`config.mk`:
```
export PLATFORM = sky130hd
export DESIGN_NAME = md_scheduler_flat
export DESIGN_NICKNAME = d
export VERILOG_FILES = /design/src/rtl/md_pkg.sv /design/src/rtl/md_scheduler_if.sv /design/src/rtl/md_latency_counter.sv /design/src/rtl/md_scheduler.sv /design/src/flat_wrapper.sv
export SDC_FILE = /design/constraint.sdc
export NUM_CORES = 1
export LEC_CHECK = 0
export BUFFER_PORTS_ARGS = -buffer_cell sky130_fd_sc_hd__buf_2
export CORE_AREA = 2 2 39 41
export CTS_BUF_LIST = sky130_fd_sc_hd__clkbuf_8
export CTS_CLUSTER_DIAMETER = 150
export CTS_CLUSTER_SIZE = 28
export DETAILED_ROUTE_END_ITERATION = 6
export DIE_AREA = 0 0 41 43
export PLACE_DENSITY = 0.65
export SKIP_CTS_REPAIR_TIMING = 1
export SLEW_MARGIN = 5
export SYNTH_ARGS = -nofsm -noshare
export SYNTH_HDL_FRONTEND = slang
export SYNTH_SLANG_ARGS = --single-unit
```
`constraint.sdc`:
```
create_clock -name CLK -period 2.2 [get_ports CLK]
set_input_delay 0.55 -clock CLK [delete_from_list [all_inputs] [get_ports CLK]]
set_output_delay 0.55 -clock CLK [all_outputs]
set_load 0.005 [all_outputs]
```
`src/rtl/md_pkg.sv`:
```
// -----------------------------------------------------------------------------
// md_pkg -- shared definitions for the mult/div issue scheduler.
//
// Holds the MDSel operation encodings used between the E stage, the scheduler
// and the mult/div datapath, the scheduler state encoding, the default busy
// latencies, and small decode helpers so every file classifies ops the same
// way.
// -----------------------------------------------------------------------------
package md_pkg;

  // Width of the remaining-cycles counter; latencies must fit (1..15).
  localparam int CNT_W = 4;

  // Default busy latencies for the long operations.
  localparam int DEF_MULT_LAT = 5;
  localparam int DEF_DIV_LAT  = 10;

  // MDSel encodings. Codes 7..15 are reserved and decode as "no operation".
  typedef enum logic [3:0] {
    MD_NONE  = 4'd0,
    MD_MULT  = 4'd1,
    MD_MULTU = 4'd2,
    MD_DIV   = 4'd3,
    MD_DIVU  = 4'd4,
    MD_MTHI  = 4'd5,
    MD_MTLO  = 4'd6
  } md_op_e;

  // Scheduler state: idle, or a multiply / divide in flight.
  typedef enum logic [1:0] {
    ST_IDLE = 2'd0,
    ST_MUL  = 2'd1,
    ST_DIV  = 2'd2
  } md_state_e;

  // mult / multu
  function automatic logic is_mul_op(input logic [3:0] op);
    return (op == MD_MULT) || (op == MD_MULTU);
  endfunction

  // div / divu
  function automatic logic is_div_op(input logic [3:0] op);
    return (op == MD_DIV) || (op == MD_DIVU);
  endfunction

  // mthi / mtlo: single-cycle writes to HI/LO, never make the unit busy.
  function automatic logic is_move_op(input logic [3:0] op);
    return (op == MD_MTHI) || (op == MD_MTLO);
  endfunction

  // Operations that occupy the datapath for several cycles.
  function automatic logic is_long_op(input logic [3:0] op);
    return is_mul_op(op) || is_div_op(op);
  endfunction

endpackage : md_pkg

```
`src/rtl/md_scheduler_if.sv`:
```
// -----------------------------------------------------------------------------
// md_scheduler_if -- bundle between the pipeline control and md_scheduler.
//
// Signals
//   Valid_E    pipeline -> sched  E stage holds a real instruction
//   MDSel_E    pipeline -> sched  E-stage mult/div op (md_op_e encoding)
//   DivZero_E  pipeline -> sched  forwarded rt operand of E-stage op is zero
//   MDUse_D    pipeline -> sched  D-stage instruction touches HI/LO or the unit
//   Start      sched -> datapath  capture operands at this edge
//   MDSel      sched -> datapath  op accompanying Start, 0 otherwise
//   Busy       sched -> pipeline  long operation in flight
//   Done       sched -> pipeline  last Busy cycle
//   Stall_D    sched -> pipeline  freeze F/D, bubble into E
//   Count      sched -> pipeline  remaining Busy cycles, 0 when idle
//
// Modports
//   master  the pipeline / environment side
//   slave   the scheduler itself
// -----------------------------------------------------------------------------
interface md_scheduler_if;
  import md_pkg::*;

  logic             Valid_E;
  logic [3:0]       MDSel_E;
  logic             DivZero_E;
  logic             MDUse_D;
  logic             Start;
  logic [3:0]       MDSel;
  logic             Busy;
  logic             Done;
  logic             Stall_D;
  logic [CNT_W-1:0] Count;

  modport master (
    output Valid_E, MDSel_E, DivZero_E, MDUse_D,
    input  Start, MDSel, Busy, Done, Stall_D, Count
  );

  modport slave (
    input  Valid_E, MDSel_E, DivZero_E, MDUse_D,
    output Start, MDSel, Busy, Done, Stall_D, Count
  );

endinterface : md_scheduler_if

```
`src/rtl/md_latency_counter.sv`:
```
// -----------------------------------------------------------------------------
// md_latency_counter -- remaining-busy-cycles counter for md_scheduler.
//
// Ports
//   CLK       clock, all updates on the rising edge
//   Reset     synchronous active-low reset, clears the count
//   load      load load_val this edge (wins over dec)
//   load_val  latency to load
//   dec       decrement by one this edge; ignored at zero so it never wraps
//   count     current remaining cycles
//   is_zero   count == 0
//   is_one    count == 1 (final busy cycle)
// -----------------------------------------------------------------------------
module md_latency_counter
  import md_pkg::*;
(
  input  logic             CLK,
  input  logic             Reset,
  input  logic             load,
  input  logic [CNT_W-1:0] load_val,
  input  logic             dec,
  output logic [CNT_W-1:0] count,
  output logic             is_zero,
  output logic             is_one
);

  // NOTE: sequential state is written only with non-blocking assignments so
  // every register samples its inputs from before the clock edge.
  always_ff @(posedge CLK) begin
    if (!Reset) begin
      count <= '0;
    end else if (load) begin
      count <= load_val;
    end else if (dec && !is_zero) begin
      count <= count - 1'b1;
    end
  end

  assign is_zero = (count == '0);
  assign is_one  = (count == CNT_W'(1));

endmodule : md_latency_counter

```
`src/rtl/md_scheduler.sv`:
```
// -----------------------------------------------------------------------------
// md_scheduler -- issue/occupancy sequencer for the multi-cycle mult/div unit.
//
// Decides when the E-stage instruction may launch an operation on the
// mult/div datapath, tracks how long a mult/div keeps the unit busy, and
// stalls the D stage when its instruction needs HI/LO (or the unit) while a
// result is still being produced. It performs no arithmetic on operands.
//
// Parameters
//   MULT_LAT  busy cycles for mult/multu (1..15)
//   DIV_LAT   busy cycles for div/divu   (1..15)
//
// Ports
//   CLK    clock, all state changes on the rising edge
//   Reset  synchronous active-low reset
//   md     md_scheduler_if.slave bundle (see md_scheduler_if.sv)
//
// Timing
//   Start, MDSel, Stall_D are combinational from state and inputs.
//   Busy, Done, Count depend only on registered state.
//   Start in cycle t makes Busy high for exactly MULT_LAT/DIV_LAT cycles from
//   t+1; Done marks the last of them and Count runs LAT..1, then back to 0.
// -----------------------------------------------------------------------------
module md_scheduler
  import md_pkg::*;
#(
  parameter int MULT_LAT = DEF_MULT_LAT,
  parameter int DIV_LAT  = DEF_DIV_LAT
) (
  input  logic         CLK,
  input  logic         Reset,
  md_scheduler_if.slave md
);

  localparam logic [CNT_W-1:0] MULT_CNT = CNT_W'(MULT_LAT);
  localparam logic [CNT_W-1:0] DIV_CNT  = CNT_W'(DIV_LAT);

  md_state_e        state;
  logic [3:0]       op;
  logic             busy;
  logic             start;
  logic             cnt_load;
  logic [CNT_W-1:0] cnt_load_val;
  logic             cnt_dec;
  logic [CNT_W-1:0] count;
  logic             cnt_zero;
  logic             cnt_one;

  assign op   = md.MDSel_E;
  assign busy = (state != ST_IDLE);

  // ---------------------------------------------------------------------------
  // Issue decision. Only an idle unit accepts work; an overlapping request while
  // busy is ignored (the pipeline keeps it stalled via Stall_D). A divide by a
  // zero divisor never launches, leaving HI/LO untouched. Start is also held
  // low during reset so the datapath never captures in a reset cycle.
  // ---------------------------------------------------------------------------
  // NOTE: every signal assigned in always_comb gets a default first, so no path
  // leaves it unassigned and no latch is inferred.
  always_comb begin
    start = 1'b0;
    if (Reset && !busy && md.Valid_E) begin
      if (is_mul_op(op) || is_move_op(op)) begin
        start = 1'b1;
      end else if (is_div_op(op) && !md.DivZero_E) begin
        start = 1'b1;
      end
    end
  end

  // ---------------------------------------------------------------------------
  // Latency counter: loaded on a long-op issue, counts down while busy.
  // ---------------------------------------------------------------------------
  assign cnt_load     = start && is_long_op(op);
  assign cnt_load_val = is_mul_op(op) ? MULT_CNT : DIV_CNT;
  assign cnt_dec      = busy && !cnt_zero;

  md_latency_counter u_counter (
    .CLK      (CLK),
    .Reset    (Reset),
    .load     (cnt_load),
    .load_val (cnt_load_val),
    .dec      (cnt_dec),
    .count    (count),
    .is_zero  (cnt_zero),
    .is_one   (cnt_one)
  );

  // ---------------------------------------------------------------------------
  // State machine. Moves are single-cycle and never change state; only mult/div
  // leave IDLE. The final busy cycle (Count == 1) returns to IDLE at the next
  // edge, which is the same edge the counter reaches zero.
  // ---------------------------------------------------------------------------
  always_ff @(posedge CLK) begin
    if (!Reset) begin
      state <= ST_IDLE;
    end else begin
      case (state)
        ST_IDLE: begin
          if (start && is_mul_op(op)) begin
            state <= ST_MUL;
          end else if (start && is_div_op(op)) begin
            state <= ST_DIV;
          end
        end
        ST_MUL, ST_DIV: begin
          if (cnt_one) begin
            state <= ST_IDLE;
          end
        end
        default: state <= ST_IDLE;
      endcase
    end
  end

  // ---------------------------------------------------------------------------
  // Outputs.
  // Stall_D covers the issue cycle of a long op as well as every busy cycle, so
  // a dependent mfhi/mflo in D waits until the cycle after Done, when HI/LO
  // hold the final result.
  // ---------------------------------------------------------------------------
  assign md.Start   = start;
  assign md.MDSel   = start ? op : MD_NONE;
  assign md.Busy    = busy;
  assign md.Done    = busy && cnt_one;
  assign md.Count   = count;
  assign md.Stall_D = md.MDUse_D && (busy || (start && is_long_op(op)));

endmodule : md_scheduler

```
`src/flat_wrapper.sv`:
```
// flat-port wrapper written by rule: the top's interface ports become plain ports
module md_scheduler_flat import md_pkg::*;
#(
  parameter int MULT_LAT = DEF_MULT_LAT,
  parameter int DIV_LAT  = DEF_DIV_LAT
)
  (CLK, Reset, md_Valid_E, md_MDSel_E, md_DivZero_E, md_MDUse_D, md_Start, md_MDSel, md_Busy, md_Done, md_Stall_D, md_Count);
  md_scheduler_if md_i ();
  input  logic CLK;
  input  logic Reset;
  input wire logic [$bits(md_i.Valid_E)-1:0] md_Valid_E;
  input wire logic [$bits(md_i.MDSel_E)-1:0] md_MDSel_E;
  input wire logic [$bits(md_i.DivZero_E)-1:0] md_DivZero_E;
  input wire logic [$bits(md_i.MDUse_D)-1:0] md_MDUse_D;
  output wire logic [$bits(md_i.Start)-1:0] md_Start;
  output wire logic [$bits(md_i.MDSel)-1:0] md_MDSel;
  output wire logic [$bits(md_i.Busy)-1:0] md_Busy;
  output wire logic [$bits(md_i.Done)-1:0] md_Done;
  output wire logic [$bits(md_i.Stall_D)-1:0] md_Stall_D;
  output wire logic [$bits(md_i.Count)-1:0] md_Count;
  assign md_i.Valid_E = md_Valid_E;
  assign md_i.MDSel_E = md_MDSel_E;
  assign md_i.DivZero_E = md_DivZero_E;
  assign md_i.MDUse_D = md_MDUse_D;
  assign md_Start = md_i.Start;
  assign md_MDSel = md_i.MDSel;
  assign md_Busy = md_i.Busy;
  assign md_Done = md_i.Done;
  assign md_Stall_D = md_i.Stall_D;
  assign md_Count = md_i.Count;
  md_scheduler #(.MULT_LAT(MULT_LAT), .DIV_LAT(DIV_LAT)) u_core (.CLK(CLK), .Reset(Reset), .md(md_i));
endmodule
```
==> impl_metrics.py <==
metrics = {
    "route": {
        "drtPass1Iterations": 4,
        "antenna_left": 0,
        "vias": 497,
        "drt_iter0_markers": 6,
        "drcViolationCount": 0,
        "routed_wl_um": 1080,
        "wl_per_cell_um": 11.1,
        "vias_per_cell": 5.07,
    },
    "finish": {
        "final_cells": 98,
        "fin_nets": 96,
        "antenna_cells": 0,
        "nFillCells": 144,
        "area_delta_synth_final_pct": 43.8,
        "final_cell_mix": "buf_2, dfxtp_1, inv_1, and2_1, buf_4",
        "fin_area_um2": 653,
        "final-seq-area_um2": 120,
        "layout_commonest_cell": "buf_2",
        "final_layout_size_suffix_gt1_frac": 0.390,
        "multi_input_area_um2": 320,
    },
    "synth": {
        "yosys.area.top_type": "dfxtp_1",
        "yosys_warnings": 0,
        "synthesis.nets": 68,
        "synth_edf_count": 0,
        "synth_area_leaders": "dfxtp_1, ha_1, and2_1, mux2i_1, inv_1",
        "synth-simple-area-share": 0.270,
        "synth_compound_area_frac": 0.234,
        "synth_ff_type": "dfxtp_1",
        "synth-xor-area-share": 0.0386,
        "synthMuxAreaShare": 0.0441,
        "synth_cell_types": 30,
        "synth_top_family_by_area": "simple AND/OR/NAND/NOR gates",
        "syn_avg_cell_area_um2": 8.11,
        "yosysSeqAreaShare": 0.264,
        "syn_area_um2": 454,
        "synthAdderAreaFrac": 0.0826,
        "postSynthCellCount": 56,
        "async_flop_share": 0,
        "synth_top_area_frac": 0.264,
        "ys_ff_latch": 6,
    },
    "cts": {
        "cts_root_buf": "clkbuf_8",
        "clk_latency_ns": 0.23,
        "cts_max_path_buffers": 2,
        "numCtsBuffers": 3,
        "clkTransAtPathRegs_ns": 0.04,
        "numClockSinks": 6,
        "cts_tree": "built",
        "h-tree-depth": 1,
    },
    "sta": {
        "tns_ns": 0,
        "drv_slew": 0,
        "setup_violations": 0,
        "hold_viol": 0,
        "fmax_mhz": 468,
        "min_period_ns": 2.14,
        "post-route-period-util": 0.971,
        "fin_skew_ns": 0.00235,
        "whs_ns": 0.472,
    },
    "floorplanning": {
        "die_area_um2": 1760,
        "start_util": 0.328,
        "pin_count": 21,
        "rows": 14,
        "die_w_um": 41,
        "die_y_um": 43,
        "coreArea_um2": 1380,
    },
    "global_routing": {
        "antenna_found_initial": 0,
        "grt_overflow_total": 0,
        "grt_pass1_wl_um": 1730,
        "grt_max_degree": 7,
        "grt_usage": 0.149,
        "grt_pass1_vias": 407,
    },
    "place": {
        "gp_congestion": 0.728,
        "dp_cells": 95,
        "dpl_cell_area_um2": 599,
        "dp_hpwl_um": 835,
        "numPortBuffers": 19,
    },
    "power_and_ir_drop": {
        "switching_share": 0.247,
        "power.density_nw_per_um2": 530,
        "p_switching_uw": 85.5,
        "peakVddDrop_uv": 188,
        "clkPwrFrac": 0.492,
        "intPower_uw": 261,
        "leakagePower_uw": 0.000298,
        "p_seq_frac": 0.335,
        "combinationalPowerShare": 0.173,
    },
    "critical_path": {
        "end_kind": "output port",
        "required_ns": 1.65,
        "crit_path_start_kind": "primary input",
        "crit_type": "primary input to output port",
        "worst-endpoint-arrival_ns": 1.59,
        "cp_max_fo": 2,
    },
    "run_status": {
        "outcome": "finished, final reports clean",
    },
    "min_path": {
        "hold_class": "flop to flop",
    },
    "flow_run": {
        "cap_violations": 0,
    },
}
logic make-up after synthesis:
group,Yosys count
compound gates,15
mux,2
fa+ha+maj,3
buf+inv,6
flops,6
simple gates,21
other cells,1
xor+xnor,2
synthesized netlist by cell type (2+ instances only):
master,instances
a211oi_1,2
a21oi_1,3
and2_1,5
dfxtp_1,6
ha_1,3
inv_1,5
mux2i_1,2
nand2_1,2
nor2_1,4
nor3_1,2
o21ai_0,2
xnor2_1,2
stage by stage:
step	util	setup slack (ns)	power (uW)
after floorplan	-	0.289	148
after global placement	0.433	0.0173	175
after detailed placement	0.433	0.0198	176
after CTS	0.463	0.0152	348
after global routing	0.472	-0.00916	364
final	0.472	0.0648	346
registers in the layout, summed over array words and instances, names as in the netlist:
name	cells
u_core.state	2
u_core.u_counter.count	4
cell type report:
cell class | instances | share of cell area
timing repair buffer | 24 | 0.203
sequential | 6 | 0.184
clock buffer | 3 | 0.0632
multi-input combinational | 44 | 0.490
inverter | 5 | 0.0287
tap | 16 | 0.0307
worst paths after layout:
| path | cells after the start | slack, ns | endpoint | startpoint |
|---|---|---|---|---|
| max | 5 | 0.06 | md_Stall_D | md_MDSel_E[1] |
| min | 2 | 0.47 | u_core.state[0] | u_core.state[0] |
| max reg2reg | 5 | 0.57 | u_core.state[1] | u_core.u_counter.count[0] |
| min reg2reg | 2 | 0.47 | u_core.state[0] | u_core.state[0] |
critical path, stage by stage:
cell and delay (ns):
buf_2 0.10, or3b_1 0.41, a211oi_2 0.26, o31a_1 0.17, buf_2 0.10
routing by layer:
metal / wire (um) / vias to the layer above / global-route usage / share of wire
met4: 42 / 0 / 0.120 / 0.039
met5: 0 / - / 0 / 0
met2: 445 / 24 / 0.191 / 0.41
met3: 91 / 5 / 0.0314 / 0.084
met1: 505 / 213 / 0.204 / 0.47
li1: - / 255 / - / -
power by group through the flow:
stage	Combinational, uW	Clock, uW	Sequential, uW
6_report	59.9	170	116
4_1_cts	58.0	174	116
2_1_floorplan	30.9	0	117
3_3_place_gp	56.9	0	118
3_5_place_dp	57.7	0	118
5_1_grt	67.9	179	117
Note: power is estimated with default switching activity, not from simulation.
